==> src/rtl/regfile_debug_arbiter_if.sv <==
// Debug request/response channel between the debug requester and the register-file arbiter.
// The requester drives the master side and the arbiter implements the slave side.
interface regfile_debug_arbiter_if #(
    parameter int DATA_WIDTH = 32,
    parameter int ADDR_W     = 5
);
    logic                  dbg_req_valid_i;
    logic                  dbg_req_ready_o;
    logic                  dbg_req_we_i;
    logic [ADDR_W:0]       dbg_req_addr_i;
    logic [DATA_WIDTH-1:0] dbg_req_wdata_i;
    logic                  dbg_rsp_valid_o;
    logic                  dbg_rsp_ready_i;
    logic [DATA_WIDTH-1:0] dbg_rsp_rdata_o;
    logic                  dbg_rsp_err_o;

    modport master (
        output dbg_req_valid_i,
        output dbg_req_we_i,
        output dbg_req_addr_i,
        output dbg_req_wdata_i,
        output dbg_rsp_ready_i,
        input  dbg_req_ready_o,
        input  dbg_rsp_valid_o,
        input  dbg_rsp_rdata_o,
        input  dbg_rsp_err_o
    );

    modport slave (
        input  dbg_req_valid_i,
        input  dbg_req_we_i,
        input  dbg_req_addr_i,
        input  dbg_req_wdata_i,
        input  dbg_rsp_ready_i,
        output dbg_req_ready_o,
        output dbg_rsp_valid_o,
        output dbg_rsp_rdata_o,
        output dbg_rsp_err_o
    );
endinterface

==> src/rtl/regfile_debug_arbiter.sv <==
// Shares the integer register file between the core pipeline and a debug requester:
// halts the core, waits for it to drain, performs one access, and returns a response.
module regfile_debug_arbiter #(
    parameter int  DATA_WIDTH   = 32,
    parameter int  NUM_REGISTER = 32,
    parameter int  TIMEOUT      = 64,
    localparam int ADDR_W       = $clog2(NUM_REGISTER)
) (
    input  logic                  clk_i,
    input  logic                  rst_i,
    regfile_debug_arbiter_if.slave dbg,
    input  logic                  core_we_i,
    input  logic [ADDR_W-1:0]     core_rd_addr_i,
    input  logic [DATA_WIDTH-1:0] core_rd_i,
    input  logic [ADDR_W-1:0]     core_rs1_addr_i,
    input  logic [ADDR_W-1:0]     core_rs2_addr_i,
    output logic                  core_stall_o,
    input  logic                  core_idle_i,
    output logic                  rf_we_o,
    output logic [ADDR_W-1:0]     rf_rd_addr_o,
    output logic [DATA_WIDTH-1:0] rf_rd_o,
    output logic [ADDR_W-1:0]     rf_rs1_addr_o,
    output logic [ADDR_W-1:0]     rf_rs2_addr_o,
    input  logic [DATA_WIDTH-1:0] rf_rs1_i
);

    localparam int               CNT_W      = (TIMEOUT > 1) ? $clog2(TIMEOUT) : 1;
    localparam logic [CNT_W-1:0] CNT_LAST   = CNT_W'(TIMEOUT - 1);
    localparam logic [ADDR_W:0]  ADDR_LIMIT = (ADDR_W + 1)'(NUM_REGISTER);

    typedef enum logic [1:0] {
        IDLE,
        HALT,
        ACCESS,
        RESP
    } state_t;

    state_t                r_state;
    state_t                w_state_nxt;
    logic [CNT_W-1:0]      r_cnt;
    logic                  r_we;
    logic [ADDR_W-1:0]     r_addr;
    logic [DATA_WIDTH-1:0] r_wdata;
    logic [DATA_WIDTH-1:0] r_rdata;
    logic                  r_err;
    logic                  r_stall;

    logic                  w_addr_bad;
    logic                  w_req_ready;
    logic                  w_rsp_valid;

    assign w_addr_bad = (dbg.dbg_req_addr_i >= ADDR_LIMIT);

    assign dbg.dbg_req_ready_o = w_req_ready;
    assign dbg.dbg_rsp_valid_o = w_rsp_valid;
    assign dbg.dbg_rsp_rdata_o = r_rdata;
    assign dbg.dbg_rsp_err_o   = r_err;
    assign core_stall_o        = r_stall;

    always_ff @(posedge clk_i) begin
        if (rst_i) begin
            r_state <= IDLE;
        end else begin
            r_state <= w_state_nxt;
        end
    end

    always_comb begin
        w_state_nxt   = r_state;
        w_req_ready   = 1'b0;
        w_rsp_valid   = 1'b0;
        rf_we_o       = core_we_i;
        rf_rd_addr_o  = core_rd_addr_i;
        rf_rd_o       = core_rd_i;
        rf_rs1_addr_o = core_rs1_addr_i;
        rf_rs2_addr_o = core_rs2_addr_i;

        case (r_state)
            IDLE: begin
                w_req_ready = 1'b1;
                if (dbg.dbg_req_valid_i) begin
                    // Out-of-range requests answer immediately and never disturb the core.
                    w_state_nxt = w_addr_bad ? RESP : HALT;
                end
            end
            HALT: begin
                if (core_idle_i) begin
                    w_state_nxt = ACCESS;
                end else if (r_cnt == CNT_LAST) begin
                    w_state_nxt = RESP;
                end
            end
            ACCESS: begin
                // The core write port is taken over; x0 is never written.
                rf_we_o       = r_we && (r_addr != '0);
                rf_rd_addr_o  = r_addr;
                rf_rd_o       = r_wdata;
                rf_rs1_addr_o = r_addr;
                w_state_nxt   = RESP;
            end
            RESP: begin
                w_rsp_valid = 1'b1;
                if (dbg.dbg_rsp_ready_i) begin
                    w_state_nxt = IDLE;
                end
            end
            default: w_state_nxt = IDLE;
        endcase

        if (rst_i) begin
            rf_we_o = 1'b0;
        end
    end

    always_ff @(posedge clk_i) begin
        if (rst_i) begin
            r_cnt   <= '0;
            r_we    <= 1'b0;
            r_addr  <= '0;
            r_wdata <= '0;
            r_rdata <= '0;
            r_err   <= 1'b0;
            r_stall <= 1'b0;
        end else begin
            r_stall <= (w_state_nxt == HALT) || (w_state_nxt == ACCESS);
            case (r_state)
                IDLE: begin
                    if (dbg.dbg_req_valid_i) begin
                        r_we    <= dbg.dbg_req_we_i;
                        r_addr  <= dbg.dbg_req_addr_i[ADDR_W-1:0];
                        r_wdata <= dbg.dbg_req_wdata_i;
                        r_rdata <= '0;
                        r_err   <= w_addr_bad;
                        r_cnt   <= '0;
                    end
                end
                HALT: begin
                    // Idle wins over timeout; the counter stops at its last value.
                    if (!core_idle_i) begin
                        if (r_cnt == CNT_LAST) begin
                            r_err   <= 1'b1;
                            r_rdata <= '0;
                        end else begin
                            r_cnt <= r_cnt + 1'b1;
                        end
                    end
                end
                ACCESS: begin
                    r_rdata <= r_we ? '0 : rf_rs1_i;
                end
                RESP: begin
                    if (dbg.dbg_rsp_ready_i) begin
                        r_err <= 1'b0;
                    end
                end
                default: ;
            endcase
        end
    end

endmodule

==> src/flat_wrapper.sv <==
// flat-port wrapper written by rule: the top's interface ports become plain ports
module regfile_debug_arbiter_flat 
#(
    parameter int  DATA_WIDTH   = 32,
    parameter int  NUM_REGISTER = 32,
    parameter int  TIMEOUT      = 64,
    localparam int ADDR_W       = $clog2(NUM_REGISTER)
)
  (clk_i, rst_i, core_we_i, core_rd_addr_i, core_rd_i, core_rs1_addr_i, core_rs2_addr_i, core_stall_o, core_idle_i, rf_we_o, rf_rd_addr_o, rf_rd_o, rf_rs1_addr_o, rf_rs2_addr_o, rf_rs1_i, dbg_dbg_req_valid_i, dbg_dbg_req_we_i, dbg_dbg_req_addr_i, dbg_dbg_req_wdata_i, dbg_dbg_rsp_ready_i, dbg_dbg_req_ready_o, dbg_dbg_rsp_valid_o, dbg_dbg_rsp_rdata_o, dbg_dbg_rsp_err_o);
  regfile_debug_arbiter_if #(.DATA_WIDTH(DATA_WIDTH)) dbg_i ();
  input  logic clk_i;
  input  logic rst_i;
  input  logic core_we_i;
  input  logic [ADDR_W-1:0] core_rd_addr_i;
  input  logic [DATA_WIDTH-1:0] core_rd_i;
  input  logic [ADDR_W-1:0] core_rs1_addr_i;
  input  logic [ADDR_W-1:0] core_rs2_addr_i;
  output logic core_stall_o;
  input  logic core_idle_i;
  output logic rf_we_o;
  output logic [ADDR_W-1:0] rf_rd_addr_o;
  output logic [DATA_WIDTH-1:0] rf_rd_o;
  output logic [ADDR_W-1:0] rf_rs1_addr_o;
  output logic [ADDR_W-1:0] rf_rs2_addr_o;
  input  logic [DATA_WIDTH-1:0] rf_rs1_i;
  input wire logic [$bits(dbg_i.dbg_req_valid_i)-1:0] dbg_dbg_req_valid_i;
  input wire logic [$bits(dbg_i.dbg_req_we_i)-1:0] dbg_dbg_req_we_i;
  input wire logic [$bits(dbg_i.dbg_req_addr_i)-1:0] dbg_dbg_req_addr_i;
  input wire logic [$bits(dbg_i.dbg_req_wdata_i)-1:0] dbg_dbg_req_wdata_i;
  input wire logic [$bits(dbg_i.dbg_rsp_ready_i)-1:0] dbg_dbg_rsp_ready_i;
  output wire logic [$bits(dbg_i.dbg_req_ready_o)-1:0] dbg_dbg_req_ready_o;
  output wire logic [$bits(dbg_i.dbg_rsp_valid_o)-1:0] dbg_dbg_rsp_valid_o;
  output wire logic [$bits(dbg_i.dbg_rsp_rdata_o)-1:0] dbg_dbg_rsp_rdata_o;
  output wire logic [$bits(dbg_i.dbg_rsp_err_o)-1:0] dbg_dbg_rsp_err_o;
  assign dbg_i.dbg_req_valid_i = dbg_dbg_req_valid_i;
  assign dbg_i.dbg_req_we_i = dbg_dbg_req_we_i;
  assign dbg_i.dbg_req_addr_i = dbg_dbg_req_addr_i;
  assign dbg_i.dbg_req_wdata_i = dbg_dbg_req_wdata_i;
  assign dbg_i.dbg_rsp_ready_i = dbg_dbg_rsp_ready_i;
  assign dbg_dbg_req_ready_o = dbg_i.dbg_req_ready_o;
  assign dbg_dbg_rsp_valid_o = dbg_i.dbg_rsp_valid_o;
  assign dbg_dbg_rsp_rdata_o = dbg_i.dbg_rsp_rdata_o;
  assign dbg_dbg_rsp_err_o = dbg_i.dbg_rsp_err_o;
  regfile_debug_arbiter #(.DATA_WIDTH(DATA_WIDTH), .NUM_REGISTER(NUM_REGISTER), .TIMEOUT(TIMEOUT)) u_core (.clk_i(clk_i), .rst_i(rst_i), .dbg(dbg_i), .core_we_i(core_we_i), .core_rd_addr_i(core_rd_addr_i), .core_rd_i(core_rd_i), .core_rs1_addr_i(core_rs1_addr_i), .core_rs2_addr_i(core_rs2_addr_i), .core_stall_o(core_stall_o), .core_idle_i(core_idle_i), .rf_we_o(rf_we_o), .rf_rd_addr_o(rf_rd_addr_o), .rf_rd_o(rf_rd_o), .rf_rs1_addr_o(rf_rs1_addr_o), .rf_rs2_addr_o(rf_rs2_addr_o), .rf_rs1_i(rf_rs1_i));
endmodule
==> config.mk <==
export PLATFORM = sky130hd
export DESIGN_NAME = regfile_debug_arbiter_flat
export DESIGN_NICKNAME = d
export VERILOG_FILES = /design/src/rtl/regfile_debug_arbiter_if.sv /design/src/rtl/regfile_debug_arbiter.sv /design/src/flat_wrapper.sv
export SDC_FILE = /design/constraint.sdc
export NUM_CORES = 1
export LEC_CHECK = 0
export CORE_MARGIN = 2
export CORE_UTILIZATION = 41
export CTS_CLUSTER_SIZE = 30
export DETAILED_ROUTE_END_ITERATION = 8
export MAX_ROUTING_LAYER = met4
export PLACE_DENSITY = 0.95
export SLEW_MARGIN = 40
export SYNTH_ARGS = -nofsm -noshare
export SYNTH_HDL_FRONTEND = slang
export SYNTH_SLANG_ARGS = --single-unit
==> constraint.sdc <==
create_clock -name clk_i -period 5 [get_ports clk_i]
set_clock_uncertainty 0.1 [all_clocks]
set_input_delay 1 -clock clk_i [delete_from_list [all_inputs] [get_ports clk_i]]
set_output_delay 1 -clock clk_i [all_outputs]
set_load 0.05 [all_outputs]
==> summary.txt <==
Status: complete, no violations
Seq pwr share: 0.358
Final RePlAce weighted congestion: 0.853
Final antenna-violating net count: 0
Initial antenna violation count: 0
Clk sinks: 80
Net switching power figure: 0.668 mW
Max Buffers Root-to-Sink: 2
Setup violation total in the final timing report: 0
Total global-route track usage: 0.227
Number of global-route vias before repair: 3809
Post-CTS sizing: 0
Synth Net Count: 609
Worst-Margin Slew: 0.674 ns
Critical Path Sink Type: output pin
DP Wirelength: 7.91 mm
Synthesized area: 0.00366 sq mm
Pin count of the biggest net entering global routing: 82
FP Rows: 34
Area of the die: 0.00971 sq mm
IO Port Bufs: 197
Pleak: 2.31 nW
H-tree Lvls: 3
Crit path launch type: flop
Diodes inserted: 0
RSZ-0062 raised after global routing: false
Data required, critical path: 3.90 ns
Fmax: 0.251 GHz
Post-Synthesis Cells: 484
Via density: 5.02
Global route overflow: 0
Slew Limit Headroom: 0.550
Final critical-path required period: 3.98 ns
Total negative slack: 0 ns
CTS tree: done
Most frequent cells in the layout: nand2_1 (206), clkdlybuf4s50_1 (196), dfxtp_1 (80)
Finished Layout Cells: 773
Iteration-0 DRC Markers: 137
Sequential area share after synthesis: 0.437
Yosys reg bits: 80
Setup bufs post-CTS: 0
Internal power: 1.32 mW
DRT Pass-1 Iters: 4
Clock power share: 0.315
Die span in x: 98.5 um
Final wirelength: 11.0 mm
Layout cell share with drive strength beyond 1: 0.0962
Clock Latency Late Sink: 0.34 ns
Hold Path Class: reg2reg
Avg WL per Cell: 14.2 um
CP max FO: 38
Final #Nets: 785
Synthesis-to-finish area growth: 61.8%
Final Max Slew Viols: 0
Initial Util: 0.422
Crit path DAT: 2.88 ns
Clk root buf: clkbuf_8
Die height: 98.5 um
Post-synthesis cell type count: 39
Inst Count DP: 756
Peak VDD IR: 0.242 mV
DRC: 0
Switching share of power: 0.336
Synth Area per Inst: 7.57 sq um
Most common cell after layout, fill and taps aside: nand2_1
Hold-fix buffers, CTS: 0
Tcrit/Tclk final: 0.797
I/O pin cnt: 208
Via count: 3880
Combinational share of power: 0.327
Num CTS Buffers: 9
Max Cap Viol: 0
First-pass GRT wire length: 17.5 mm
Final Hold Viols: 0
Pwr Density: 336 mW/mm^2
WS Path Type: reg2out
Clk slew on worst S/H paths: 0.09 ns
Core ar.: 0.00868 sq mm
Synth Warn #: 0
-- per-layer routing --
| layer | vias to the layer above | wire length (um) | track usage |
|---|---|---|---|
| met5 | - | 0 | - |
| met4 | 0 | 233 | 0.0917 |
| met3 | 20 | 848 | 0.0525 |
| met2 | 164 | 5480 | 0.373 |
| met1 | 1776 | 4400 | 0.270 |
| li1 | 1920 | - | - |
-- final cells by class --
class,count,area (sq um)
Inverter,1,3.75
Multi-Input combinational cell,363,1870
Sequential cell,80,1600
Fill cell,666,2750
Timing Repair Buffer,205,2050
Clock inverter,7,143
Clock buffer,9,124
Tap cell,108,135
-- synth_stat cells --
library cell,n,area share
nand2_1,206,0.21
dfxtp_1,80,0.44
a21oi_1,43,0.059
nor2_1,39,0.040
a22oi_2,30,0.10
buf_2,16,0.022
clkbuf_1,12,0.012
buf_4,5,0.010
buf_1,4,0.0041
nand2b_1,4,0.0068
nand3_1,4,0.0055
o21ai_1,4,0.0055
xnor2_1,4,0.0096
buf_6,3,0.0092
nor3_1,3,0.0041
a22oi_1,2,0.0041
and2_1,2,0.0034
nor2b_1,2,0.0034
a211oi_1,1,0.0020
a211oi_2,1,0.0034
a21o_1,1,0.0020
a32oi_1,1,0.0024
ha_1,1,0.0034
inv_1,1,0.0010
mux2i_1,1,0.0027
nand3_2,1,0.0027
nor2_2,1,0.0017
nor2_4,1,0.0031
nor3b_2,1,0.0034
nor4_1,1,0.0017
o211ai_1,1,0.0020
o21a_1,1,0.0020
o21ai_0,1,0.0014
o221ai_1,1,0.0024
o31ai_2,1,0.0034
o41ai_2,1,0.0044
or2_1,1,0.0017
or3_1,1,0.0017
or4_1,1,0.0020
-- sequential cells by signal, indices dropped and copies added (netlist names) --
name                        count
u_core.r_state                  2
u_core.dbg.dbg_rsp_rdata_o     32
u_core.r_addr                   5
u_core.core_stall_o             1
u_core.r_wdata                 32
u_core.r_we                     1
u_core.r_cnt                    6
u_core.dbg.dbg_rsp_err_o        1
-- critical path, cell delays in order (launching register included) --
cell and delay (ns):
dfxtp_1 0.76, nor2b_2 0.26, buf_4 0.36, o211ai_1 0.15
a21oi_1 0.14, clkdlybuf4s50_1 0.85
-- final timing paths --
kind                 startpoint                             end  slack, ns  depth (start not counted)
min          u_core.r_wdata[30]              u_core.r_wdata[30]       0.36                          2
max reg2reg   u_core.r_state[1]  u_core.dbg.dbg_rsp_rdata_o[26]       2.60                          6
max           u_core.r_state[1]                         rf_we_o       1.02                          5
min reg2reg  u_core.r_wdata[30]              u_core.r_wdata[30]       0.36                          2
-- cell families (layout without fill, tap and decap cells) --
kind of cell | count (synthesis) | in the layout | share of synthesized area
and+or+nand+nor | 268 | 268 | 0.292
AOI/OAI and AO/OA | 89 | 89 | 0.196
DFF | 80 | 80 | 0.437
buffers and inverters | 41 | 222 | 0.0587
xor gates and xnor gates | 4 | 4 | 0.00956
adders and majority gates | 1 | 1 | 0.00341
muxes | 1 | 1 | 0.00273
-- power by group through the flow --
stage                     Sequential [mW]  Clock (mW)  Combinational, mW
after floorplan                     0.774           0              0.365
after global placement              0.722           0              0.632
after detailed placement            0.725           0              0.650
after CTS                           0.711       0.645              0.653
after global routing                0.717       0.671              0.694
final                               0.712       0.627              0.651
-- through the flow --
step                       util  area [sq um]  total power, mW  hold WS, ns  setup WS (ns)
after floorplan               -          3660             1.14        0.337           1.74
after global placement    0.646          5610             1.35        0.342           1.37
after detailed placement  0.650          5640             1.38        0.347           1.34
after CTS                 0.680          5900             2.01        0.360          0.968
after global routing      0.683          5930             2.08        0.374          0.806
final                     0.683          5930             1.99        0.359           1.02
Note: power is estimated with default switching activity, not from simulation.
